--- src/rtl/neuro_core_pkg.sv ---
// Shared definitions for the ReRAM core arbiter.
// Holds the FSM state encoding, the R_WB direction encoding and the owner
// encoding used by neuro_core_arbiter and neuro_rr_arb2.
package neuro_core_pkg;

    typedef enum logic [1:0] {
        IDLE = 2'd0,
        BUSY = 2'd1,
        RESP = 2'd2
    } state_t;

    localparam logic R_WB_READ  = 1'b1;
    localparam logic R_WB_WRITE = 1'b0;

    // owner_o encoding: which requester holds / last held the core
    localparam logic OWNER_A = 1'b0;
    localparam logic OWNER_B = 1'b1;

endpackage

--- src/rtl/neuro_rr_arb2.sv ---
// Combinational two-way round-robin pick.
// Ports:
//   req_a, req_b  in   request levels of requester A and B
//   last_owner    in   previous grant (0 = A, 1 = B); loses a tie
//   grant_valid   out  at least one request is present
//   grant_b       out  1 = pick B, 0 = pick A (meaningful with grant_valid)
module neuro_rr_arb2
    import neuro_core_pkg::*;
(
    input  logic req_a,
    input  logic req_b,
    input  logic last_owner,
    output logic grant_valid,
    output logic grant_b
);

    // Pick a requester; on a tie the one that did not go last wins.
    always_comb begin
        grant_valid = 1'b0;
        grant_b     = OWNER_A;
        case ({req_a, req_b})
            2'b10: begin
                grant_valid = 1'b1;
                grant_b     = OWNER_A;
            end
            2'b01: begin
                grant_valid = 1'b1;
                grant_b     = OWNER_B;
            end
            2'b11: begin
                grant_valid = 1'b1;
                grant_b     = ~last_owner;
            end
            default: begin
                grant_valid = 1'b0;
                grant_b     = OWNER_A;
            end
        endcase
    end

endmodule

--- src/rtl/neuro_core_arbiter.sv ---
// Shares one ReRAM functional core between requester A (Wishbone host path)
// and requester B (local sequencer). Round-robin grant, one operation in
// flight, per-operation timeout, per-requester ack/err/data return.
// Ports:
//   wb_clk_i, wb_rst_i           clock, synchronous active-high reset
//   a_*/b_* req/we/adr/dat/sel   requester command inputs (we: 1 = read)
//   a_*/b_* ack/err/dat (out)    one-cycle completion, timeout flag, read data
//   R_WB, EN, AD, DI, SEL        core command pins (registered)
//   DO, func_ack                 core read data and completion
//   owner_o                      current/last grant (0 = A, 1 = B)
//   busy_o                       high while in BUSY or RESP
//   tmo_cnt_o                    saturating count of timed-out operations
module neuro_core_arbiter
    import neuro_core_pkg::*;
#(
    parameter int unsigned    TIMEOUT_CYCLES = 1024,
    parameter logic [31:0]    ERR_DATA       = 32'hDEAD_BEEF,
    parameter int unsigned    CNT_W          = 8
) (
    input  logic             wb_clk_i,
    input  logic             wb_rst_i,
    input  logic             a_req_i,
    input  logic             a_we_i,
    input  logic [31:0]      a_adr_i,
    input  logic [31:0]      a_dat_i,
    input  logic [3:0]       a_sel_i,
    output logic             a_ack_o,
    output logic             a_err_o,
    output logic [31:0]      a_dat_o,
    input  logic             b_req_i,
    input  logic             b_we_i,
    input  logic [31:0]      b_adr_i,
    input  logic [31:0]      b_dat_i,
    input  logic [3:0]       b_sel_i,
    output logic             b_ack_o,
    output logic             b_err_o,
    output logic [31:0]      b_dat_o,
    output logic             R_WB,
    output logic             EN,
    output logic [31:0]      AD,
    output logic [31:0]      DI,
    output logic [3:0]       SEL,
    input  logic [31:0]      DO,
    input  logic             func_ack,
    output logic             owner_o,
    output logic             busy_o,
    output logic [CNT_W-1:0] tmo_cnt_o
);

    // Timer only needs to reach TIMEOUT_CYCLES-1; one spare bit keeps the
    // increment from wrapping for any parameter value.
    localparam int unsigned       TMR_W    = $clog2(TIMEOUT_CYCLES) + 1;
    localparam logic [TMR_W-1:0]  TMO_LAST = TMR_W'(TIMEOUT_CYCLES - 1);
    localparam logic [CNT_W-1:0]  CNT_MAX  = {CNT_W{1'b1}};

    state_t             state_r, state_s;
    logic               en_r, en_s;
    logic               rwb_r, rwb_s;
    logic [31:0]        ad_r, ad_s;
    logic [31:0]        di_r, di_s;
    logic [3:0]         sel_r, sel_s;
    logic               owner_r, owner_s;
    logic               busy_r, busy_s;
    logic [TMR_W-1:0]   timer_r, timer_s;
    logic [CNT_W-1:0]   tmo_r, tmo_s;
    logic               a_ack_r, a_ack_s, a_err_r, a_err_s;
    logic               b_ack_r, b_ack_s, b_err_r, b_err_s;
    logic [31:0]        a_dat_r, a_dat_s, b_dat_r, b_dat_s;
    logic               grant_valid_s;
    logic               grant_b_s;

    neuro_rr_arb2 u_arb (
        .req_a       (a_req_i),
        .req_b       (b_req_i),
        .last_owner  (owner_r),
        .grant_valid (grant_valid_s),
        .grant_b     (grant_b_s)
    );

    // Next-state and next-output logic; every register holds unless changed.
    always_comb begin
        state_s = state_r;
        en_s    = en_r;
        rwb_s   = rwb_r;
        ad_s    = ad_r;
        di_s    = di_r;
        sel_s   = sel_r;
        owner_s = owner_r;
        timer_s = timer_r;
        tmo_s   = tmo_r;
        a_ack_s = 1'b0;
        a_err_s = 1'b0;
        a_dat_s = a_dat_r;
        b_ack_s = 1'b0;
        b_err_s = 1'b0;
        b_dat_s = b_dat_r;

        case (state_r)
            IDLE: begin
                en_s = 1'b0;
                if (grant_valid_s) begin
                    owner_s = grant_b_s;
                    en_s    = 1'b1;
                    timer_s = '0;
                    state_s = BUSY;
                    if (grant_b_s == OWNER_B) begin
                        rwb_s = b_we_i;
                        ad_s  = b_adr_i;
                        di_s  = b_dat_i;
                        sel_s = b_sel_i;
                    end else begin
                        rwb_s = a_we_i;
                        ad_s  = a_adr_i;
                        di_s  = a_dat_i;
                        sel_s = a_sel_i;
                    end
                end else begin
                    state_s = IDLE;
                end
            end
            BUSY: begin
                timer_s = timer_r + TMR_W'(1);
                // func_ack is tested first so it wins over a same-cycle expiry
                if (func_ack) begin
                    en_s    = 1'b0;
                    state_s = RESP;
                    if (owner_r == OWNER_B) begin
                        b_ack_s = 1'b1;
                        b_dat_s = DO;
                    end else begin
                        a_ack_s = 1'b1;
                        a_dat_s = DO;
                    end
                end else if (timer_r == TMO_LAST) begin
                    en_s    = 1'b0;
                    state_s = RESP;
                    if (tmo_r != CNT_MAX) begin
                        tmo_s = tmo_r + CNT_W'(1);
                    end else begin
                        tmo_s = tmo_r;
                    end
                    if (owner_r == OWNER_B) begin
                        b_ack_s = 1'b1;
                        b_err_s = 1'b1;
                        b_dat_s = ERR_DATA;
                    end else begin
                        a_ack_s = 1'b1;
                        a_err_s = 1'b1;
                        a_dat_s = ERR_DATA;
                    end
                end else begin
                    state_s = BUSY;
                end
            end
            RESP: begin
                // Together with the IDLE cycle this gives two EN-low cycles
                // between consecutive core operations.
                en_s    = 1'b0;
                state_s = IDLE;
            end
            default: begin
                en_s    = 1'b0;
                state_s = IDLE;
            end
        endcase

        busy_s = (state_s != IDLE);
    end

    // State and output registers with synchronous reset.
    always_ff @(posedge wb_clk_i) begin
        if (wb_rst_i) begin
            state_r <= IDLE;
            en_r    <= 1'b0;
            rwb_r   <= R_WB_WRITE;
            ad_r    <= 32'h0000_0000;
            di_r    <= 32'h0000_0000;
            sel_r   <= 4'h0;
            owner_r <= OWNER_B;
            busy_r  <= 1'b0;
            timer_r <= '0;
            tmo_r   <= '0;
            a_ack_r <= 1'b0;
            a_err_r <= 1'b0;
            a_dat_r <= 32'h0000_0000;
            b_ack_r <= 1'b0;
            b_err_r <= 1'b0;
            b_dat_r <= 32'h0000_0000;
        end else begin
            state_r <= state_s;
            en_r    <= en_s;
            rwb_r   <= rwb_s;
            ad_r    <= ad_s;
            di_r    <= di_s;
            sel_r   <= sel_s;
            owner_r <= owner_s;
            busy_r  <= busy_s;
            timer_r <= timer_s;
            tmo_r   <= tmo_s;
            a_ack_r <= a_ack_s;
            a_err_r <= a_err_s;
            a_dat_r <= a_dat_s;
            b_ack_r <= b_ack_s;
            b_err_r <= b_err_s;
            b_dat_r <= b_dat_s;
        end
    end

    assign EN        = en_r;
    assign R_WB      = rwb_r;
    assign AD        = ad_r;
    assign DI        = di_r;
    assign SEL       = sel_r;
    assign owner_o   = owner_r;
    assign busy_o    = busy_r;
    assign tmo_cnt_o = tmo_r;
    assign a_ack_o   = a_ack_r;
    assign a_err_o   = a_err_r;
    assign a_dat_o   = a_dat_r;
    assign b_ack_o   = b_ack_r;
    assign b_err_o   = b_err_r;
    assign b_dat_o   = b_dat_r;

endmodule
--- config.mk ---
export PLATFORM = sky130hd
export DESIGN_NAME = neuro_core_arbiter
export DESIGN_NICKNAME = d
export VERILOG_FILES = /design/src/rtl/neuro_core_pkg.sv /design/src/rtl/neuro_rr_arb2.sv /design/src/rtl/neuro_core_arbiter.sv
export SDC_FILE = /design/constraint.sdc
export NUM_CORES = 1
export LEC_CHECK = 0
export CORE_MARGIN = 4
export CORE_UTILIZATION = 44
export DETAILED_ROUTE_END_ITERATION = 10
export GPL_TIMING_DRIVEN = 0
export PLACE_DENSITY_LB_ADDON = 0.1
export SLEW_MARGIN = 20
export SYNTH_ARGS = -nofsm -noshare
export SYNTH_HDL_FRONTEND = slang
export SYNTH_SLANG_ARGS = --single-unit
--- constraint.sdc ---
create_clock -name wb_clk_i -period 4.4 [get_ports wb_clk_i]
set_input_delay 1.32 -clock wb_clk_i [delete_from_list [all_inputs] [get_ports wb_clk_i]]
set_output_delay 1.32 -clock wb_clk_i [all_outputs]
set_load 0.005 [all_outputs]
==> impl_metrics.ini, run 1 <==
[status]
status = complete, no violations

[clocking]
clock-sinks = 161
numCtsBuffers = 17
cts_max_level = 4
cts_hold_buf = 0
cts-root-buf = clkbuf_16
clockBufferDepth = 2
clk_latency_ns = 0.42
post_cts_buffers = 0
clk_pin_slew_ns = 0.06
post_cts_resized = 0
cts_tree = built

[worst_setup_path]
worst_setup_path_end_kind = flip-flop
crit_required_ns = 4.76
cp.arrival_ns = 3.50
path_class = input port to flip-flop
critPathLaunchType = input port
worst-path-max-fanout = 10

[sta]
grt_setup_unrepaired = no
hold_viol = 0
fin_crit_sh = 0.7142
setup_violations = 0
setup_ws_ns = 1.257
fmax_ghz = 0.3182
final_max_slew_viol_count = 0
worst_slew_pin_slew_ns = 0.9027
fin_skew_ns = 0.008678
slew_headroom = 0.3931
fin_tns_setup_ns = 0
timing.final.crit_period_ns = 3.143

[drt]
vias = 6645
drt_wl_total_um = 22750
first_pass_iters = 7
drc = 0
routed_via_density = 5.291
ant_nets = 0
wire_per_inst_um = 18.11
first_iter_violations = 322

[synthesis]
syn_nets = 895
synth_cells = 718
ys_ff_latch = 161
ys_seq_area_frac = 0.4847
synth_edf_count = 0
yosys_warnings = 0
syn_area_per_cell_um2 = 9.262
async_reset_ff_frac = 0
netlist_area_um2 = 6650
synth-main-ff-cell = dfxtp_1
ys_types = 41

[global_route]
grt_pass1_wl_um = 34090
antenna_found_initial = 1
first_global_vias = 6589
grt_max_degree = 17
track_usage = 0.2556
grt-ovfl-total = 0

[layout]
final_common_cell = clkdlybuf4s50_1
fillers = 1180
drive_above_1_share = 0.05135
fin_cells = 1256
syn2layout_area_growth_pct = 61.07
final_cell_mix = clkdlybuf4s50_1 (321), dfxtp_1 (161), a21oi_1 (83), nor2_1 (82), a211oi_1 (70)
layout.nets = 1235

[power]
p_total_mw = 3.950
power_density_nw_per_um2 = 368.7
p_leak_nw = 3.968
ir_drop_v = 0.0002717

[die]
die_h_um = 130.9
row_count = 44
io_pins = 323
fp.dieW_um = 130.9
die-area_um2 = 17150
start_util = 0.4541
coreArea_um2 = 14640

[placement]
place.gp.congestion = 0.8556
pre_cts_ws_ns = 0.8414
port_buffers = 321
post-dp-hpwl_um = 17590
placedCellCount = 1223

[run]
cap_violations = 0

[min_path]
hold_path_class = flip-flop to flip-flop
-- flip-flops by register name (all words and copies together), names as in the netlist --
name and count:
AD 32, owner_o 1, a_err_o 1, b_dat_o 32, EN 1, b_ack_o 1, R_WB 1, SEL 4
b_err_o 1, timer_r 11, busy_o 1, state_r 2, a_ack_o 1, tmo_cnt_o 8, DI 32, a_dat_o 32
-- metrics by stage --
stage | hold WS, ns | util | cell area, um2
2_1_floorplan | 0.4603 | - | 6650
3_3_place_gp | 0.4456 | 0.6893 | 10090
3_5_place_dp | 0.4520 | 0.6893 | 10090
4_1_cts | 0.4668 | 0.7313 | 10710
5_1_grt | 0.4770 | 0.7315 | 10710
6_report | 0.4631 | 0.7315 | 10710
-- logic make-up after synthesis --
logic type,after synthesis,share of synthesized area
AO/OA/AOI/OAI,242,0.2327
AND/OR/NAND/NOR,178,0.1338
flip-flops,161,0.4847
multiplexers,69,0.1039
buffers and inverters,66,0.04121
adder cells (fa/ha/maj),2,0.003762
-- metal layers --
metal  GRT usage  up-vias  routed length [um]  part of all wire
met5           0        -                   0                 0
met4     0.09014        0                 461             0.020
met3     0.09390       34                2073             0.091
met2      0.4444      249               11490              0.51
met1      0.2874     3094                8715              0.38
li1            -     3268                   -                 -
-- synthesized netlist by cell type, types with 2 or more instances --
master / instances / share of area
o21a_1: 49 / 0.055
mux2i_1: 69 / 0.10
dfxtp_1: 161 / 0.48
nor2_2: 2 / 0.0019
nand3_1: 25 / 0.019
buf_1: 3 / 0.0017
clkbuf_1: 42 / 0.024
and2_1: 3 / 0.0028
o211ai_1: 3 / 0.0034
nand2b_1: 3 / 0.0028
buf_2: 18 / 0.014
ha_1: 2 / 0.0038
nor3_1: 3 / 0.0023
and3_1: 4 / 0.0038
a31oi_1: 2 / 0.0019
nor2_1: 82 / 0.046
or4_1: 3 / 0.0034
nand2_1: 8 / 0.0045
o21ai_1: 2 / 0.0015
o31ai_1: 3 / 0.0034
a21oi_1: 83 / 0.062
o21ai_0: 25 / 0.019
a211oi_1: 70 / 0.079
nand4_1: 5 / 0.0047
or3_1: 7 / 0.0066
inv_1: 2 / 0.0011
nor2b_1: 25 / 0.024
-- report_power, final --
part           internal, mW  switching (mW)
clock network         0.927           0.603
logic                 0.450           0.345
registers              1.57          0.0574
total                  2.94            1.01
-- worst max-delay path: stages --
cell and delay (ns):
clkdlybuf4s50_1 0.50, nor2_1 0.07, nor3_1 0.58, buf_2 0.35, buf_1 0.41, nand2_1 0.16
nand3_1 0.11
-- worst paths after layout --
path,startpoint,to,slack (ns),depth (start not counted)
worst max-delay path,b_req_i,owner_o$_SDFFE_PP1P_,1.26,7
worst min-delay path,a_dat_o[28]$_SDFFE_PP0P_,a_dat_o[28]$_SDFFE_PP0P_,0.46,1
worst max register to register,state_r[1]$_SDFF_PP0_,owner_o$_SDFFE_PP1P_,2.29,5
worst min register to register,a_dat_o[28]$_SDFFE_PP0P_,a_dat_o[28]$_SDFFE_PP0P_,0.46,1
-- final cells by class --
| class | count | area [um2] | area share |
|---|---|---|---|
| flip-flops and latches | 161 | 3223 | 0.3009 |
| repair buffers | 321 | 3213 | 0.3000 |
| multi-input cells | 491 | 3153 | 0.2944 |
| clock buffers | 21 | 460.4 | 0.04299 |
| plain buffers | 64 | 266.5 | 0.02488 |
| well taps | 184 | 230.2 | 0.02149 |
| clock inverters | 11 | 155.1 | 0.01448 |
| inverters | 2 | 7.507 | 0.0007009 |
| diodes | 1 | 2.502 | 0.0002336 |
Note: power is estimated with default switching activity, not from simulation.
==> inputs of run 2 (changes only) <==
--- a/config.mk
+++ b/config.mk
@@ -6,7 +6,7 @@
 export NUM_CORES = 1
 export LEC_CHECK = 0
 export CORE_MARGIN = 4
-export CORE_UTILIZATION = 44
+export CORE_UTILIZATION = 41
 export DETAILED_ROUTE_END_ITERATION = 10
 export GPL_TIMING_DRIVEN = 0
 export PLACE_DENSITY_LB_ADDON = 0.1
==> constraint.sdc (replaced) <==
create_clock -name wb_clk_i -period 3.29 [get_ports wb_clk_i]
set_input_delay 0.987 -clock wb_clk_i [delete_from_list [all_inputs] [get_ports wb_clk_i]]
set_output_delay 0.987 -clock wb_clk_i [all_outputs]
set_load 0.005 [all_outputs]
==> run 2 against run 1 <==
Clock-buffer cell count grew 1; power grew 35%; sequential share of layout area shrank 0.14 points; clock power grew 37%; cell count grew 2.4%; non-clock buffer count is the same; worst hold slack lost 0.0016 ns; die area grew 6.9%; clock skew shrank 0.0035 ns; wire length grew 1.1%; register-to-register slack lost 1.0 ns; global-route usage shrank 1.2 points; largest cell class unchanged.
==> impl_metrics.ini, run 2 (synthesis results as in run 1) <==
[worst_setup_path]
crit_required_ns = 3.65
r2r_end = b_dat_o[29]$_SDFFE_PP0P_
worst-path-max-fanout = 10
r2r_start = timer_r[0]$_SDFFE_PP0P_
cp.arrival_ns = 3.05
slowest_delay_ns = 0.50
critPathLaunchType = input port
cp_slowest_cell = clkdlybuf4s50_1
worst-r2r-cell-count = 7
regToRegSetupSlack_ns = 1.28
crit_chain = clkdlybuf4s50_1 > nor2_1 > nor3_1 > buf_2 > buf_1 > nand2_1 > nand3_1
path_class = input port to flip-flop
worst_setup_path_end_kind = flip-flop

[clocking]
clk_latency_ns = 0.42
cts_tree = built
clockBufferDepth = 2
cts_hold_buf = 0
clk_pin_slew_ns = 0.06
post_cts_resized = 0
numCtsBuffers = 17
cts-root-buf = clkbuf_16
post_cts_buffers = 0
cts_max_level = 4
clock-sinks = 161

[sta]
grt_setup_unrepaired = no
holdWs_ns = 0.4615
worst_slew_pin_slew_ns = 0.9153
setup_violations = 0
fin_crit_sh = 0.8179
slew_headroom = 0.3846
fmax_ghz = 0.3716
final_max_slew_viol_count = 0
timing.final.crit_period_ns = 2.691
hold_viol = 0
setup_ws_ns = 0.5991
fin_skew_ns = 0.005159
fin_tns_setup_ns = 0

[status]
status = complete, no violations

[drt]
vias = 6614
routed_via_density = 5.143
drc = 0
wire_per_inst_um = 17.89
drt_wl_total_um = 23010
first_pass_iters = 4
ant_nets = 0
first_iter_violations = 291

[min_path]
hp-start = b_dat_o[26]$_SDFFE_PP0P_
hold_path_class = flip-flop to flip-flop
worstHoldEndpoint = b_dat_o[26]$_SDFFE_PP0P_
hold-path-cell-count = 1

[die]
die-area_um2 = 18320
start_util = 0.4186
die_h_um = 135.4
io_pins = 323
fp.dieW_um = 135.4
row_count = 46
coreArea_um2 = 15890

[power]
p_leak_nw = 3.984
ir_drop_v = 0.0003658
power_density_nw_per_um2 = 495.4

[layout]
fillers = 1329
drive_above_1_share = 0.05047
layout.nets = 1235
fin_area_um2 = 10760
final_common_cell = clkdlybuf4s50_1
num_antenna_cells = 0
fin_cells = 1286
final_cell_mix = clkdlybuf4s50_1 (321), dfxtp_1 (161), a21oi_1 (83), nor2_1 (82), a211oi_1 (70)
syn2layout_area_growth_pct = 61.83

[global_route]
grt_pass1_wl_um = 34830
grt-ovfl-total = 0
first_global_vias = 6468
grt_max_degree = 17
track_usage = 0.2436
antenna_found_initial = 1

[placement]
pre_cts_ws_ns = 0.1388
place.gp.congestion = 0.8678
place_area_um2 = 10130
post-dp-hpwl_um = 17840
placedCellCount = 1255
port_buffers = 321

[run]
cap_violations = 0
## run 2: cell count changes in the layout (fill, tap and decap cells not counted), sizes merged
cell,before,now
bufinv,3,4
clkbuf,63,64
diode,1,0
clkinv,3,2
clkinvlp,4,2
## run 2: worst max-delay path: cells and delay by family
family	cells	cell delay [ns]
buffers and inverters	3	1.25
and+or+nand+nor	4	0.80
## run 2: per-layer routing
layer / GRT usage / vias up / wire length [um]
li1: - / 3276 / -
met1: 0.2729 / 3061 / 8663
met2: 0.4267 / 237 / 11550
met3: 0.09027 / 38 / 2157
met4: 0.08287 / 2 / 625
met5: 0 / - / 8
## run 2: worst max path at each step
stage          startpoint                         to  slack [ns]  cells after the start
3_5_place_dp      b_req_i       owner_o$_SDFFE_PP1P_        0.14                      7
2_1_floorplan    func_ack  tmo_cnt_o[5]$_SDFFE_PP0P_        1.23                      4
6_report          b_req_i       owner_o$_SDFFE_PP1P_        0.60                      7
5_1_grt           b_req_i       owner_o$_SDFFE_PP1P_        0.37                      7
4_1_cts           b_req_i       owner_o$_SDFFE_PP1P_        0.57                      7
3_3_place_gp      b_req_i       owner_o$_SDFFE_PP1P_        0.12                      7
## run 2: through the flow
| stage | util | power [mW] |
|---|---|---|
| 2_1_floorplan | - | 2.635 |
| 6_report | 0.6775 | 5.332 |
| 5_1_grt | 0.6775 | 5.546 |
| 4_1_cts | 0.6775 | 5.371 |
| 3_3_place_gp | 0.6379 | 3.262 |
| 3_5_place_dp | 0.6379 | 3.273 |
## run 2: area by class of cell
type	count	area [um2]	share of cell area
Sequential cell	161	3223	0.2995
Timing Repair Buffer	321	3213	0.2986
Multi-Input combinational cell	491	3153	0.2930
Clock buffer	22	474.2	0.04406
Tap cell	216	270.3	0.02511
Buffer	64	266.5	0.02476
Clock inverter	9	153.9	0.01430
Inverter	2	7.507	0.0006976
## run 2: report_power, final
part	leakage (nW)	internal, mW	switching [mW]
Combinational	2.36	0.601	0.453
Clock	0.303	1.33	0.777
Sequential	1.32	2.10	0.0772
